### src/rtl/l1_refill_arbiter_if.sv
// Refill bus between the two L1 miss handlers, the arbiter and the L2 read port.
// The arbiter takes the slave view; the caches/L2 side (or a bench) takes the master view.
interface l1_refill_arbiter_if #(
    parameter int ADDR_W  = 32,
    parameter int BLOCK_W = 256,
    parameter int CNT_W   = 16
);
    // icache refill requester
    logic               ic_req;
    logic [ADDR_W-1:0]  ic_addr;
    logic               ic_done;
    // dcache refill requester
    logic               dc_req;
    logic [ADDR_W-1:0]  dc_addr;
    logic               dc_done;
    // returned block shared by both requesters
    logic [BLOCK_W-1:0] resp_block;
    // L2 read port
    logic               l2_read_en;
    logic [ADDR_W-1:0]  l2_addr_read;
    logic [BLOCK_W-1:0] l2_block_read;
    logic               l2_stall;
    // status
    logic               busy;
    logic [CNT_W-1:0]   ic_refills;
    logic [CNT_W-1:0]   dc_refills;

    modport slave (
        input  ic_req, ic_addr, dc_req, dc_addr, l2_block_read, l2_stall,
        output ic_done, dc_done, resp_block, l2_read_en, l2_addr_read,
               busy, ic_refills, dc_refills
    );

    modport master (
        output ic_req, ic_addr, dc_req, dc_addr, l2_block_read, l2_stall,
        input  ic_done, dc_done, resp_block, l2_read_en, l2_addr_read,
               busy, ic_refills, dc_refills
    );
endinterface

### src/rtl/l1_refill_arbiter.sv
// L1 refill arbiter: shares one L2 read port between the icache and dcache
// refill paths. Round-robin grant, grant held until L2 returns the block,
// block registered into resp_block, one-cycle done pulse to the winner.
module l1_refill_arbiter #(
    parameter int ADDR_W      = 32,
    parameter int BLOCK_W     = 256,
    parameter int OFFSET_BITS = 5,
    parameter int CNT_W       = 16
) (
    input  logic               clk,
    input  logic               rst_n,
    l1_refill_arbiter_if.slave bus
);

    typedef enum logic [1:0] {
        ST_IDLE = 2'd0,
        ST_REQ  = 2'd1,
        ST_DONE = 2'd2
    } state_t;

    // Requester ids: 0 = icache, 1 = dcache.
    state_t             state_r;
    logic               rr_ptr_r;
    logic               gnt_id_r;
    logic               l2_read_en_r;
    logic [ADDR_W-1:0]  l2_addr_r;
    logic               ic_done_r;
    logic               dc_done_r;
    logic [BLOCK_W-1:0] resp_block_r;
    logic               busy_r;
    logic [CNT_W-1:0]   ic_cnt_r;
    logic [CNT_W-1:0]   dc_cnt_r;

    logic               grant_valid_s;
    logic               grant_dc_s;
    logic [ADDR_W-1:0]  grant_addr_s;

    // Clear the block-offset bits so L2 always sees a block-aligned address.
    function automatic logic [ADDR_W-1:0] block_align(input logic [ADDR_W-1:0] addr);
        block_align = {addr[ADDR_W-1:OFFSET_BITS], {OFFSET_BITS{1'b0}}};
    endfunction

    // Increment that sticks at all-ones instead of wrapping.
    function automatic logic [CNT_W-1:0] sat_inc(input logic [CNT_W-1:0] cnt);
        if (cnt == {CNT_W{1'b1}}) begin
            sat_inc = cnt;
        end else begin
            sat_inc = cnt + {{(CNT_W-1){1'b0}}, 1'b1};
        end
    endfunction

    // Pick the requester to grant when idle: a lone request wins, a tie goes to rr_ptr.
    always_comb begin
        grant_valid_s = 1'b0;
        grant_dc_s    = 1'b0;
        grant_addr_s  = {ADDR_W{1'b0}};
        if (bus.ic_req && bus.dc_req) begin
            grant_valid_s = 1'b1;
            grant_dc_s    = rr_ptr_r;
        end else if (bus.ic_req) begin
            grant_valid_s = 1'b1;
            grant_dc_s    = 1'b0;
        end else if (bus.dc_req) begin
            grant_valid_s = 1'b1;
            grant_dc_s    = 1'b1;
        end else begin
            grant_valid_s = 1'b0;
            grant_dc_s    = 1'b0;
        end
        if (grant_dc_s) begin
            grant_addr_s = block_align(bus.dc_addr);
        end else begin
            grant_addr_s = block_align(bus.ic_addr);
        end
    end

    // Refill FSM with all outputs registered; reset aborts any in-flight L2 read.
    always_ff @(posedge clk or negedge rst_n) begin
        if (!rst_n) begin
            state_r      <= ST_IDLE;
            rr_ptr_r     <= 1'b0;
            gnt_id_r     <= 1'b0;
            l2_read_en_r <= 1'b0;
            l2_addr_r    <= {ADDR_W{1'b0}};
            ic_done_r    <= 1'b0;
            dc_done_r    <= 1'b0;
            resp_block_r <= {BLOCK_W{1'b0}};
            busy_r       <= 1'b0;
            ic_cnt_r     <= {CNT_W{1'b0}};
            dc_cnt_r     <= {CNT_W{1'b0}};
        end else begin
            case (state_r)
                ST_IDLE: begin
                    ic_done_r <= 1'b0;
                    dc_done_r <= 1'b0;
                    if (grant_valid_s) begin
                        state_r      <= ST_REQ;
                        l2_read_en_r <= 1'b1;
                        l2_addr_r    <= grant_addr_s;
                        gnt_id_r     <= grant_dc_s;
                        busy_r       <= 1'b1;
                    end else begin
                        state_r      <= ST_IDLE;
                        l2_read_en_r <= 1'b0;
                        busy_r       <= 1'b0;
                    end
                end
                ST_REQ: begin
                    // Address and read enable hold steady for as long as L2 stalls.
                    if (!bus.l2_stall) begin
                        state_r      <= ST_DONE;
                        l2_read_en_r <= 1'b0;
                        resp_block_r <= bus.l2_block_read;
                        ic_done_r    <= ~gnt_id_r;
                        dc_done_r    <= gnt_id_r;
                        // Hand priority to the other requester so a waiting one cannot starve.
                        rr_ptr_r     <= ~gnt_id_r;
                        if (gnt_id_r) begin
                            dc_cnt_r <= sat_inc(dc_cnt_r);
                        end else begin
                            ic_cnt_r <= sat_inc(ic_cnt_r);
                        end
                    end else begin
                        state_r      <= ST_REQ;
                        l2_read_en_r <= 1'b1;
                    end
                end
                ST_DONE: begin
                    // Requests are ignored here so the winner is never re-granted off its own done.
                    state_r      <= ST_IDLE;
                    l2_read_en_r <= 1'b0;
                    ic_done_r    <= 1'b0;
                    dc_done_r    <= 1'b0;
                    busy_r       <= 1'b0;
                end
                default: begin
                    state_r      <= ST_IDLE;
                    l2_read_en_r <= 1'b0;
                    ic_done_r    <= 1'b0;
                    dc_done_r    <= 1'b0;
                    busy_r       <= 1'b0;
                end
            endcase
        end
    end

    assign bus.l2_read_en   = l2_read_en_r;
    assign bus.l2_addr_read = l2_addr_r;
    assign bus.ic_done      = ic_done_r;
    assign bus.dc_done      = dc_done_r;
    assign bus.resp_block   = resp_block_r;
    assign bus.busy         = busy_r;
    assign bus.ic_refills   = ic_cnt_r;
    assign bus.dc_refills   = dc_cnt_r;

endmodule
### src/flat_wrapper.sv
// flat-port wrapper written by rule: the top's interface ports become plain ports
module l1_refill_arbiter_flat 
#(
    parameter int ADDR_W      = 32,
    parameter int BLOCK_W     = 256,
    parameter int OFFSET_BITS = 5,
    parameter int CNT_W       = 16
)
  (clk, rst_n, bus_ic_req, bus_ic_addr, bus_dc_req, bus_dc_addr, bus_l2_block_read, bus_l2_stall, bus_ic_done, bus_dc_done, bus_resp_block, bus_l2_read_en, bus_l2_addr_read, bus_busy, bus_ic_refills, bus_dc_refills);
  l1_refill_arbiter_if #(.ADDR_W(ADDR_W), .BLOCK_W(BLOCK_W), .CNT_W(CNT_W)) bus_i ();
  input  logic clk;
  input  logic rst_n;
  input wire logic [$bits(bus_i.ic_req)-1:0] bus_ic_req;
  input wire logic [$bits(bus_i.ic_addr)-1:0] bus_ic_addr;
  input wire logic [$bits(bus_i.dc_req)-1:0] bus_dc_req;
  input wire logic [$bits(bus_i.dc_addr)-1:0] bus_dc_addr;
  input wire logic [$bits(bus_i.l2_block_read)-1:0] bus_l2_block_read;
  input wire logic [$bits(bus_i.l2_stall)-1:0] bus_l2_stall;
  output wire logic [$bits(bus_i.ic_done)-1:0] bus_ic_done;
  output wire logic [$bits(bus_i.dc_done)-1:0] bus_dc_done;
  output wire logic [$bits(bus_i.resp_block)-1:0] bus_resp_block;
  output wire logic [$bits(bus_i.l2_read_en)-1:0] bus_l2_read_en;
  output wire logic [$bits(bus_i.l2_addr_read)-1:0] bus_l2_addr_read;
  output wire logic [$bits(bus_i.busy)-1:0] bus_busy;
  output wire logic [$bits(bus_i.ic_refills)-1:0] bus_ic_refills;
  output wire logic [$bits(bus_i.dc_refills)-1:0] bus_dc_refills;
  assign bus_i.ic_req = bus_ic_req;
  assign bus_i.ic_addr = bus_ic_addr;
  assign bus_i.dc_req = bus_dc_req;
  assign bus_i.dc_addr = bus_dc_addr;
  assign bus_i.l2_block_read = bus_l2_block_read;
  assign bus_i.l2_stall = bus_l2_stall;
  assign bus_ic_done = bus_i.ic_done;
  assign bus_dc_done = bus_i.dc_done;
  assign bus_resp_block = bus_i.resp_block;
  assign bus_l2_read_en = bus_i.l2_read_en;
  assign bus_l2_addr_read = bus_i.l2_addr_read;
  assign bus_busy = bus_i.busy;
  assign bus_ic_refills = bus_i.ic_refills;
  assign bus_dc_refills = bus_i.dc_refills;
  l1_refill_arbiter #(.ADDR_W(ADDR_W), .BLOCK_W(BLOCK_W), .OFFSET_BITS(OFFSET_BITS), .CNT_W(CNT_W)) u_core (.clk(clk), .rst_n(rst_n), .bus(bus_i));
endmodule
### config.mk
export PLATFORM = sky130hd
export DESIGN_NAME = l1_refill_arbiter_flat
export DESIGN_NICKNAME = d
export VERILOG_FILES = /design/src/rtl/l1_refill_arbiter_if.sv /design/src/rtl/l1_refill_arbiter.sv /design/src/flat_wrapper.sv
export SDC_FILE = /design/constraint.sdc
export NUM_CORES = 1
export LEC_CHECK = 0
export CAP_MARGIN = 0
export CORE_AREA = 8 8 246 248
export DETAILED_ROUTE_END_ITERATION = 7
export DIE_AREA = 0 0 254 256
export PLACE_DENSITY = 0.54
export REMOVE_ABC_BUFFERS = 1
export SYNTH_ARGS = -nofsm -noshare
export SYNTH_HDL_FRONTEND = slang
export SYNTH_SLANG_ARGS = --single-unit
### constraint.sdc
create_clock -name clk -period 5.05 [get_ports clk]
set_clock_uncertainty 0.1 [all_clocks]
set_input_delay 1.01 -clock clk [delete_from_list [all_inputs] [get_ports clk]]
set_output_delay 1.01 -clock clk [all_outputs]
set_load 0.05 [all_outputs]
# Word-level counts from Yosys, hierarchy flattened
# Index checks and enable logic that the tools add are counted.
# word_totals
wordCells,44
regBits,328
# classes
addsub,2
n_reduce_logical,6
bitwise,4
n_eq_ne,4
n_mux,17
# op_table
op,n
$add A16 B1 Y16 const B,2
$eq A16 B16 Y1 const B,2
$mux W32,1
$mux W1,12
$reduce_and A4 Y1,2
$not A1 Y1,4
$pmux W1 S2,2
$pmux W2 S2,1
$reduce_and A2 Y1,2
$eq A2 B1 Y1 const B,1
$logic_not A2 Y1,1
$mux W2,1
$ne A2 B2 Y1 const B,1
$logic_and A1 B1 Y1,1

# Depth between registers and ports, before layout
# Gate-level depths: netlist of run 1.
# depth
ltp_word,5
depth_mapped,7
ltp_nobuf,5

# Worst setup path before layout of run 1
# Ideal clock, no wire load.
# synth_path
kind,input port to flip-flop
from,input port bus_l2_stall
to,"register u_core.ic_cnt_r[14], in the netlist u_core.bus.ic_refills[14]"
arrival_time_ns,2.438
t_required_ns,4.808
stages,5
path_buffers,1
setup_ns,0.142
path_slack_ns,2.369
cell_sequence,buf_6 or4b_4 nor4_1 nand4_1 xnor2_1
# synth_between
elab_chain_cells,2
# synth_rtl
item,line,rtl
start: declaration,flat_wrapper.sv:18,input wire logic [$bits(bus_i.l2_stall)-1:0] bus_l2_stall;
$not A1 Y1 (no source line),--,
$reduce_and A4 Y1 (no source line),--,
end signal: assignment,l1_refill_arbiter.sv:89,ic_cnt_r <= {CNT_W{1'b0}};
end signal: assignment,l1_refill_arbiter.sv:121,ic_cnt_r <= sat_inc(ic_cnt_r);
end: declaration,l1_refill_arbiter.sv:31,logic [CNT_W-1:0] ic_cnt_r;
# Every way passes these cells.
# A chain may end at the register's enable or synchronous reset.

# Worst setup path in the final report of run 1
# layout_path
from,"register u_core.dc_cnt_r[8], in the netlist u_core.bus.dc_refills[8]"
to,output port bus_dc_refills[8]
# layout_lines
item,line,rtl
start: declaration,l1_refill_arbiter.sv:32,logic [CNT_W-1:0] dc_cnt_r;
start signal: assignment,l1_refill_arbiter.sv:90,dc_cnt_r <= {CNT_W{1'b0}};
start signal: assignment,l1_refill_arbiter.sv:119,dc_cnt_r <= sat_inc(dc_cnt_r);
end: declaration,flat_wrapper.sv:26,output wire logic [$bits(bus_i.dc_refills)-1:0] bus_dc_refills;
# No word-level cell between the ends.

==> flow_summary.json, run 1 <==
{
  "cts_tree": "done",
  "worstSetupPathType": "reg2out",
  "syn_inst": 834,
  "critical_path.startpoint": "u_core.bus.dc_refills[8]",
  "min_path_type": "reg2reg",
  "maxCapViolCount": 0,
  "synth_edf_count": 0,
  "clkLatencyLatePin_ns": 0.53,
  "crit_buf_inv": 1,
  "r2r-end": "u_core.bus.resp_block[144]",
  "tightest_slew_ns": 0.8988,
  "n_antenna_cell": 0,
  "layout_commonest_cell": "clkdlybuf4s50_1",
  "routedWlPerCell_um": 19.69,
  "synth_warnings": 0,
  "drcViolationCount": 0,
  "cp.required_ns": 3.94,
  "num-nets-final": 1812,
  "synth.cell_area_um2": 12530,
  "io_buffers": 633,
  "cts_max_level": 2,
  "antenna_found_initial": 3,
  "layout_common_cells": "clkdlybuf4s50_1, dfrtp_1, mux2_2",
  "drtPass1Iterations": 4,
  "die_area_um2": 65020,
  "grt_max_degree": 105,
  "cts-root-buf": "clkbuf_16",
  "critPathSlowestCell": "clkdlybuf4s50_1",
  "vias": 9264,
  "start_util_pct": 22.06,
  "clock.fmax_mhz": 336.4,
  "ys_types": 43,
  "dieHeight_um": 256,
  "clkTransAtPathRegs_ns": 0.06,
  "cp-end-kind": "primary output",
  "hpwl_um": 34980,
  "grt_pass1_vias": 10250,
  "viasPerCell": 4.065,
  "final_util_pct": 37.19,
  "grt_pass1_wl_um": 66920,
  "min_period_ns": 2.973,
  "die_w_um": 254,
  "drtIter0Drc": 321,
  "drive_gt1_share_pct": 22.39,
  "grt.overflow.total": 0,
  "cp.depth": 1,
  "place.gp.congestion": 0.8281,
  "grtUsageTotal_pct": 13.37,
  "crit_end": "bus_dc_refills[8]",
  "cts_max_path_buffers": 3,
  "peakVddDrop_mv": 0.4847,
  "arrival_ns": 1.86,
  "tns_ns": 0,
  "crit_family": "buffers and inverters",
  "post_cts_buffers": 0,
  "r2r_setup_slack_ns": 2.76,
  "p_per_area_nw_per_um2": 787.3,
  "slew_violations": 0,
  "cp_slowest_stage_delay_ns": 0.87,
  "antenna_left": 0,
  "io_pins": 649,
  "status": "finished clean",
  "syn_avg_cell_area_um2": 15.03,
  "totalWireLength_um": 44880,
  "cp_cell_sequence": "clkdlybuf4s50_1",
  "setup_viol": 0,
  "cts.repair.resized": 0,
  "r2r_cells": 5,
  "ys_seq_elements": 322,
  "grt_setup_unrepaired": "no",
  "rows": 88,
  "cp_max_fo": 7,
  "hold_viol": 0,
  "synth_flop_cell": "dfrtp_1",
  "syn2layout_area_growth_pct": 68.57,
  "synthArstFlopShare_pct": 100.0,
  "worstSetupStartpointType": "flip-flop",
  "slew_headroom_pct": 39.58,
  "seq_area_frac_synth_pct": 64.29,
  "finalCritPeriodShare_pct": 58.87,
  "cts.hold.buffers_added": 0,
  "cts_buffers": 39,
  "leakage_nw": 8.627,
  "core_area_um2": 56810,
  "numClockSinks": 322,
  "fill_cells": 5569,
  "worstReg2RegStart": "u_core.state_r[1]"
}
-- worst min path at each step --
stage                                          start                         end  slack, ns  cells past startpoint
after floorplan                      u_core.rr_ptr_r             u_core.rr_ptr_r       0.36                      1
after global placement     u_core.bus.ic_refills[15]   u_core.bus.ic_refills[15]       0.39                      1
after detailed placement   u_core.bus.resp_block[98]   u_core.bus.resp_block[98]       0.39                      1
after CTS                  u_core.bus.ic_refills[15]   u_core.bus.ic_refills[15]       0.40                      1
after global routing      u_core.bus.resp_block[136]  u_core.bus.resp_block[136]       0.41                      1
final                     u_core.bus.resp_block[215]  u_core.bus.resp_block[215]       0.40                      1
-- flip-flops by register name, summed over array words and instances (netlist names) --
register and cells:
u_core.gnt_id_r 1, u_core.bus.ic_refills 16, u_core.bus.dc_refills 16, u_core.state_r 2
u_core.bus.resp_block 256, u_core.rr_ptr_r 1, u_core.bus.busy 1, u_core.bus.ic_done 1
u_core.bus.dc_done 1, u_core.bus.l2_addr_read 27
-- cell type report --
| class | count | area (um^2) | share of cell area, % |
|---|---|---|---|
| clock buffers | 61 | 1150 | 5.442 |
| clock inverters | 9 | 112.6 | 0.5330 |
| inverters | 4 | 15.01 | 0.07106 |
| multi-input cells | 467 | 4272 | 20.22 |
| flip-flops and latches | 322 | 8058 | 38.14 |
| well taps | 765 | 957.2 | 4.530 |
| repair buffers | 651 | 6564 | 31.07 |
-- synth_stat cells (2+ instances only) --
cell type	count	area share [%]
mux2i_1	29	2.3
buf_4	5	0.30
nor3b_1	2	0.12
xor2_1	19	1.3
buf_2	26	1.0
a21oi_1	30	1.2
and4_1	2	0.14
inv_1	4	0.12
dfrtp_1	322	64
ha_1	2	0.20
nor2b_1	2	0.10
nor2_1	43	1.3
a21o_1	2	0.12
or3_1	3	0.15
nor4_1	7	0.35
clkbuf_1	12	0.36
nand4_1	9	0.45
xnor2_1	7	0.49
nand2b_1	2	0.10
a31oi_1	2	0.10
and3_1	2	0.10
nor3_1	11	0.44
nand3_1	7	0.28
mux2_2	258	23
nand2_1	8	0.24
-- kinds of logic after synthesis --
kind of cell	synth area share (%)
DFF	64.29
muxes	25.50
and+or+nand+nor	4.492
buffers and inverters	1.937
AOI/OAI and AO/OA	1.737
xor gates and xnor gates	1.817
adders and majority gates	0.1996
other	0.02992
-- per-layer routing --
metal | share of wire [%] | vias to the layer above | global-route usage (%)
met5 | 0.029 | - | 0
met4 | 2.2 | 2 | 3.369
met3 | 11 | 64 | 6.284
met2 | 51 | 374 | 23.68
met1 | 36 | 4571 | 14.15
li1 | - | 4253 | -
-- power breakdown --
part           leakage (nW)  internal (mW)  total [mW]  switching (mW)
combinational          4.20           3.39        9.39            5.99
clock                 0.615           1.67        2.77            1.10
sequential             3.81           3.81        4.48           0.663
total                  8.63           8.87        16.6            7.76
-- stage by stage --
stage          hold slack [ns]  power [mW]  instances  cell area (um^2)  worst slack (ns)
2_1_floorplan           0.3589       10.76        793             12320            -8.003
3_3_place_gp            0.3875       13.95       2209             19870             1.610
3_5_place_dp            0.3939       14.02       2209             19870             1.601
4_1_cts                 0.4047       16.91       2279             21130             2.018
5_1_grt                 0.4140       17.40       2279             21130             1.915
6_report                0.4009       16.63       2279             21130             2.077
Note: power is estimated with default switching activity, not from simulation.
==> run 2: changes to the inputs <==
PLACE_DENSITY = 0.56   (was 0.54)
clock period = 2.4 ns   (was 5.05 ns; I/O delays follow)
==> flow_summary.json, run 2 (synthesized netlist as in run 1, its figures left out) <==
{
  "cp_max_fo": 2,
  "clkLatencyLatePin_ns": 0.53,
  "grt_setup_unrepaired": "no",
  "die_w_um": 254,
  "rows": 88,
  "routedWlPerCell_um": 19.69,
  "p_per_area_nw_per_um2": 1632,
  "crit_buf_inv": 1,
  "worstSetupPathType": "reg2out",
  "start_util_pct": 22.06,
  "critPathSlowestCell": "clkdlybuf4s50_1",
  "leakage_nw": 9.124,
  "layout_common_cells": "clkdlybuf4s50_1, dfrtp_1, mux2_2",
  "final_util_pct": 37.87,
  "hold_depth": 1,
  "antenna_found_initial": 1,
  "maxCapViolCount": 0,
  "cts-root-buf": "clkbuf_16",
  "num-nets-final": 1848,
  "slew_violations": 0,
  "peakVddDrop_mv": 1.078,
  "finalCritPeriodShare_pct": 97.33,
  "r2r_setup_slack_ns": 0.33,
  "cp_cell_sequence": "clkdlybuf4s50_1",
  "cts_buffers": 38,
  "cts_max_level": 2,
  "min_from": "u_core.bus.busy",
  "min_period_ns": 2.336,
  "fill_cells": 5541,
  "tns_ns": 0,
  "vias": 9405,
  "numClockSinks": 322,
  "place.gp.congestion": 0.8255,
  "viasPerCell": 4.070,
  "io_buffers": 633,
  "worstSetupStartpointType": "flip-flop",
  "grtUsageTotal_pct": 13.53,
  "hold_path_end": "u_core.bus.busy",
  "grt_pass1_wl_um": 67880,
  "arrival_ns": 1.76,
  "worstReg2RegStart": "u_core.state_r[1]",
  "cp.required_ns": 1.82,
  "die_area_um2": 65020,
  "drtIter0Drc": 235,
  "setup_viol": 0,
  "status": "finished clean",
  "antenna_left": 0,
  "core_area_um2": 56810,
  "hpwl_um": 36140,
  "clkTransAtPathRegs_ns": 0.06,
  "cp_slowest_stage_delay_ns": 0.87,
  "cp-end-kind": "primary output",
  "min_path_type": "reg2reg",
  "cts_tree": "done",
  "hold_viol": 0,
  "io_pins": 649,
  "slew_headroom_pct": 53.08,
  "totalWireLength_um": 45510,
  "layout_commonest_cell": "clkdlybuf4s50_1",
  "r2r_cells": 4,
  "cts_max_path_buffers": 3,
  "tightest_slew_ns": 0.7038,
  "dieHeight_um": 256,
  "grt_max_degree": 71,
  "crit_family": "buffers and inverters",
  "n_antenna_cell": 0,
  "r2r-end": "u_core.bus.ic_refills[13]",
  "syn2layout_area_growth_pct": 71.65,
  "drtPass1Iterations": 4,
  "grt_pass1_vias": 10550,
  "grt.overflow.total": 0,
  "drcViolationCount": 0,
  "largest_reg_flops": 256,
  "drive_gt1_share_pct": 24.97,
  "clock.fmax_mhz": 428.1
}
## run 2: changes by cell type in the layout (fill, tap and decap cells not counted), sizes merged
| cell | before | now |
|---|---|---|
| clkdlybuf4s50 | 632 | 581 |
| buf | 19 | 60 |
| dlygate4sd2 | 0 | 33 |
| dlymetal6s2s | 0 | 13 |
| clkbuf | 61 | 52 |
| clkinv | 5 | 7 |
| clkinvlp | 1 | 2 |
| dlygate4sd3 | 0 | 1 |
| inv | 5 | 6 |
## run 2: area by class of cell
| type | instances | area [um^2] | share of cell area (%) |
|---|---|---|---|
| inverters | 4 | 15.01 | 0.06979 |
| repair buffers | 688 | 6948 | 32.30 |
| clock buffers | 52 | 1114 | 5.176 |
| multi-input cells | 467 | 4272 | 19.86 |
| well taps | 765 | 957.2 | 4.449 |
| clock inverters | 13 | 150.1 | 0.6979 |
| flip-flops and latches | 322 | 8058 | 37.45 |
## run 2: where the power goes
group	total, mW	switching (mW)	internal (mW)
combinational	19.9	12.7	7.25
sequential	9.43	1.41	8.02
clock	5.78	2.31	3.47
total	35.1	16.4	18.7
## run 2: timing repair
action / CTS / global route
setup buffers: 0 / 0
hold buffers: 1 / 0
gates resized for setup: 33 / 13
hold endpoints to repair: 54 / 0
setup endpoints to repair: 33 / 13
cloned: 0 / 0
## run 2: per-stage QoR
stage | cell area [um^2] | std cells | power, mW | worst slack [ns] | hold WS (ns)
finish | 21510 | 2311 | 35.12 | 0.06417 | 0.3814
global route | 21510 | 2311 | 36.75 | 0.0004075 | 0.4092
CTS | 21480 | 2311 | 35.73 | 0.002105 | 0.3879
detailed placement | 20250 | 2245 | 29.75 | -0.1483 | 0.3749
global placement | 20250 | 2245 | 29.55 | -0.1556 | 0.3606
floorplan | 12320 | 793 | 18.92 | -10.61 | 0.08441
## run 2: routing by layer
metal,global-route usage [%],wire [um]
met3,6.822,5372
met4,3.448,962
met5,0,13
met1,13.88,15810
met2,24.14,23350
## run 2: how the worst max path moves through the flow
stage                     slack [ns]                   endpoint                  startpoint  cells after the start
after floorplan               -10.61   u_core.bus.resp_block[0]           u_core.state_r[0]                      3
after global placement         -0.16  u_core.bus.dc_refills[11]                bus_l2_stall                      6
after detailed placement       -0.15  u_core.bus.dc_refills[11]                bus_l2_stall                      6
after CTS                      0.002        bus_resp_block[205]  u_core.bus.resp_block[205]                      1
after global routing          0.0004         bus_resp_block[97]   u_core.bus.resp_block[97]                      1
final                           0.06        bus_resp_block[185]  u_core.bus.resp_block[185]                      1
==> run 3: changes to the inputs <==
SKIP_CTS_REPAIR_TIMING = 1   (was not set)
==> flow_summary.json, run 3 (synthesized netlist as in run 1, its figures left out) <==
{
  "largest_reg_flops": 256,
  "grt_max_degree": 71,
  "setup_viol": 0,
  "worstSetupStartpointType": "flip-flop",
  "final_cells": 2311,
  "maxCapViolCount": 0,
  "worstSetupPathType": "reg2out",
  "routedWlPerCell_um": 19.73,
  "antenna_left": 0,
  "n_antenna_cell": 0,
  "finalCritPeriodShare_pct": 97.32,
  "grt.overflow.total": 0,
  "cts_max_path_buffers": 3,
  "min_period_ns": 2.336,
  "antenna_found_initial": 1,
  "grt_pass1_vias": 10550,
  "io_buffers": 633,
  "finish.instance_area_um2": 21640,
  "viasPerCell": 4.070,
  "core_area_um2": 56810,
  "place_inst": 2245,
  "syn2layout_area_growth_pct": 72.64,
  "vias": 9406,
  "num-nets-final": 1848,
  "layout_common_cells": "clkdlybuf4s50_1, dfrtp_1, mux2_2",
  "p_seq_share_pct": 26.8,
  "arrival_ns": 1.76,
  "min_path_type": "reg2reg",
  "p_total_mw": 35.19,
  "clock.fmax_mhz": 428.1,
  "tightest_slew_ns": 0.7028,
  "status": "finished clean",
  "cts_buffers": 38,
  "post_dp_cell_area_um2": 20250,
  "drcViolationCount": 0,
  "cts_tree": "done",
  "slew_violations": 0,
  "dieHeight_um": 256,
  "switchingPower_mw": 16.38,
  "leakage_nw": 9.516,
  "grt_setup_unrepaired": "no",
  "slew_headroom_pct": 53.15,
  "start_util_pct": 22.06,
  "hold_viol": 0,
  "cp_slowest_stage_delay_ns": 0.87,
  "grtUsageTotal_pct": 13.52,
  "layout_commonest_cell": "clkdlybuf4s50_1",
  "rows": 88,
  "place.gp.congestion": 0.8255,
  "cp-end-kind": "primary output",
  "clkTransAtPathRegs_ns": 0.06,
  "critPathSlowestCell": "clkdlybuf4s50_1",
  "cts-root-buf": "clkbuf_16",
  "fin_ws_ns": 0.06421,
  "drtIter0Drc": 238,
  "io_pins": 649,
  "holdWs_ns": 0.3814,
  "power_frac_clock_pct": 16.4,
  "cts_max_level": 2,
  "cp.required_ns": 1.82,
  "clkLatencyLatePin_ns": 0.53,
  "p_sw_share_pct": 46.56,
  "cp_max_fo": 2,
  "numClockSinks": 322,
  "cp_cell_sequence": "clkdlybuf4s50_1",
  "die_w_um": 254,
  "grt_pass1_wl_um": 67840,
  "p_int_mw": 18.81,
  "comb_power_share_pct": 56.8,
  "drive_gt1_share_pct": 24.97,
  "crit_family": "buffers and inverters",
  "die_area_um2": 65020,
  "dp_slack_ns": -0.1483,
  "totalWireLength_um": 45590,
  "hpwl_um": 36140,
  "fill_cells": 5531,
  "p_per_area_nw_per_um2": 1626,
  "crit_buf_inv": 1,
  "peakVddDrop_mv": 1.078,
  "drtPass1Iterations": 4
}
-- run 3: worst reg2reg max path, delay by kind of cell (launching register included) --
family | cells | cell delay, ns
flip-flops | 1 | 0.44
AND/OR/NAND/NOR | 3 | 1.31
XOR/XNOR | 1 | 0.17
-- run 3: metal layers --
layer | wire [um] | vias up | part of all wire (%) | track usage (%)
met3 | 5376 | 57 | 12 | 6.853
met1 | 15870 | 4637 | 35 | 13.84
met2 | 23360 | 401 | 51 | 24.12
li1 | - | 4309 | - | -
met5 | 13 | - | 0.029 | 0
met4 | 970 | 2 | 2.1 | 3.448
-- run 3: cell type report --
type,count,area (um^2),area share [%]
Timing Repair Buffer,688,7072,32.68
Clock inverter,13,150.1,0.6939
Clock buffer,52,1114,5.147
Sequential cell,322,8058,37.24
Tap cell,765,957.2,4.424
Inverter,4,15.01,0.06939
Multi-Input combinational cell,467,4272,19.74
-- run 3: final timing paths --
path | start | end | slack (ns) | depth (start not counted)
min in group asynchronous | rst_n | u_core.bus.resp_block[131] | 0.46 | 2
max in group asynchronous | rst_n | u_core.bus.resp_block[48] | 1.03 | 3
min | u_core.bus.busy | u_core.bus.busy | 0.38 | 1
max reg2reg | u_core.state_r[1] | u_core.bus.ic_refills[13] | 0.32 | 4
max | u_core.bus.resp_block[185] | bus_resp_block[185] | 0.06 | 1
min reg2reg | u_core.bus.busy | u_core.bus.busy | 0.38 | 1
-- run 3: per-stage QoR --
| stage | setup TNS [ns] | utilization [%] |
|---|---|---|
| finish | 0 | 38.08 |
| global route | 0 | 38.08 |
| CTS | -1.853 | 37.86 |
| detailed placement | -1.119 | 35.64 |
| global placement | -1.062 | 35.64 |
| floorplan | -2786.74 | - |
-- run 3: power groups by stage --
| stage | sequential [mW] | combinational, mW | clock [mW] |
|---|---|---|---|
| floorplan | 16.1 | 2.83 | 0 |
| global placement | 9.39 | 20.2 | 0 |
| detailed placement | 9.52 | 20.2 | 0 |
| CTS | 9.48 | 20.3 | 6.04 |
| global route | 9.79 | 20.8 | 6.25 |
| finish | 9.43 | 20.0 | 5.78 |
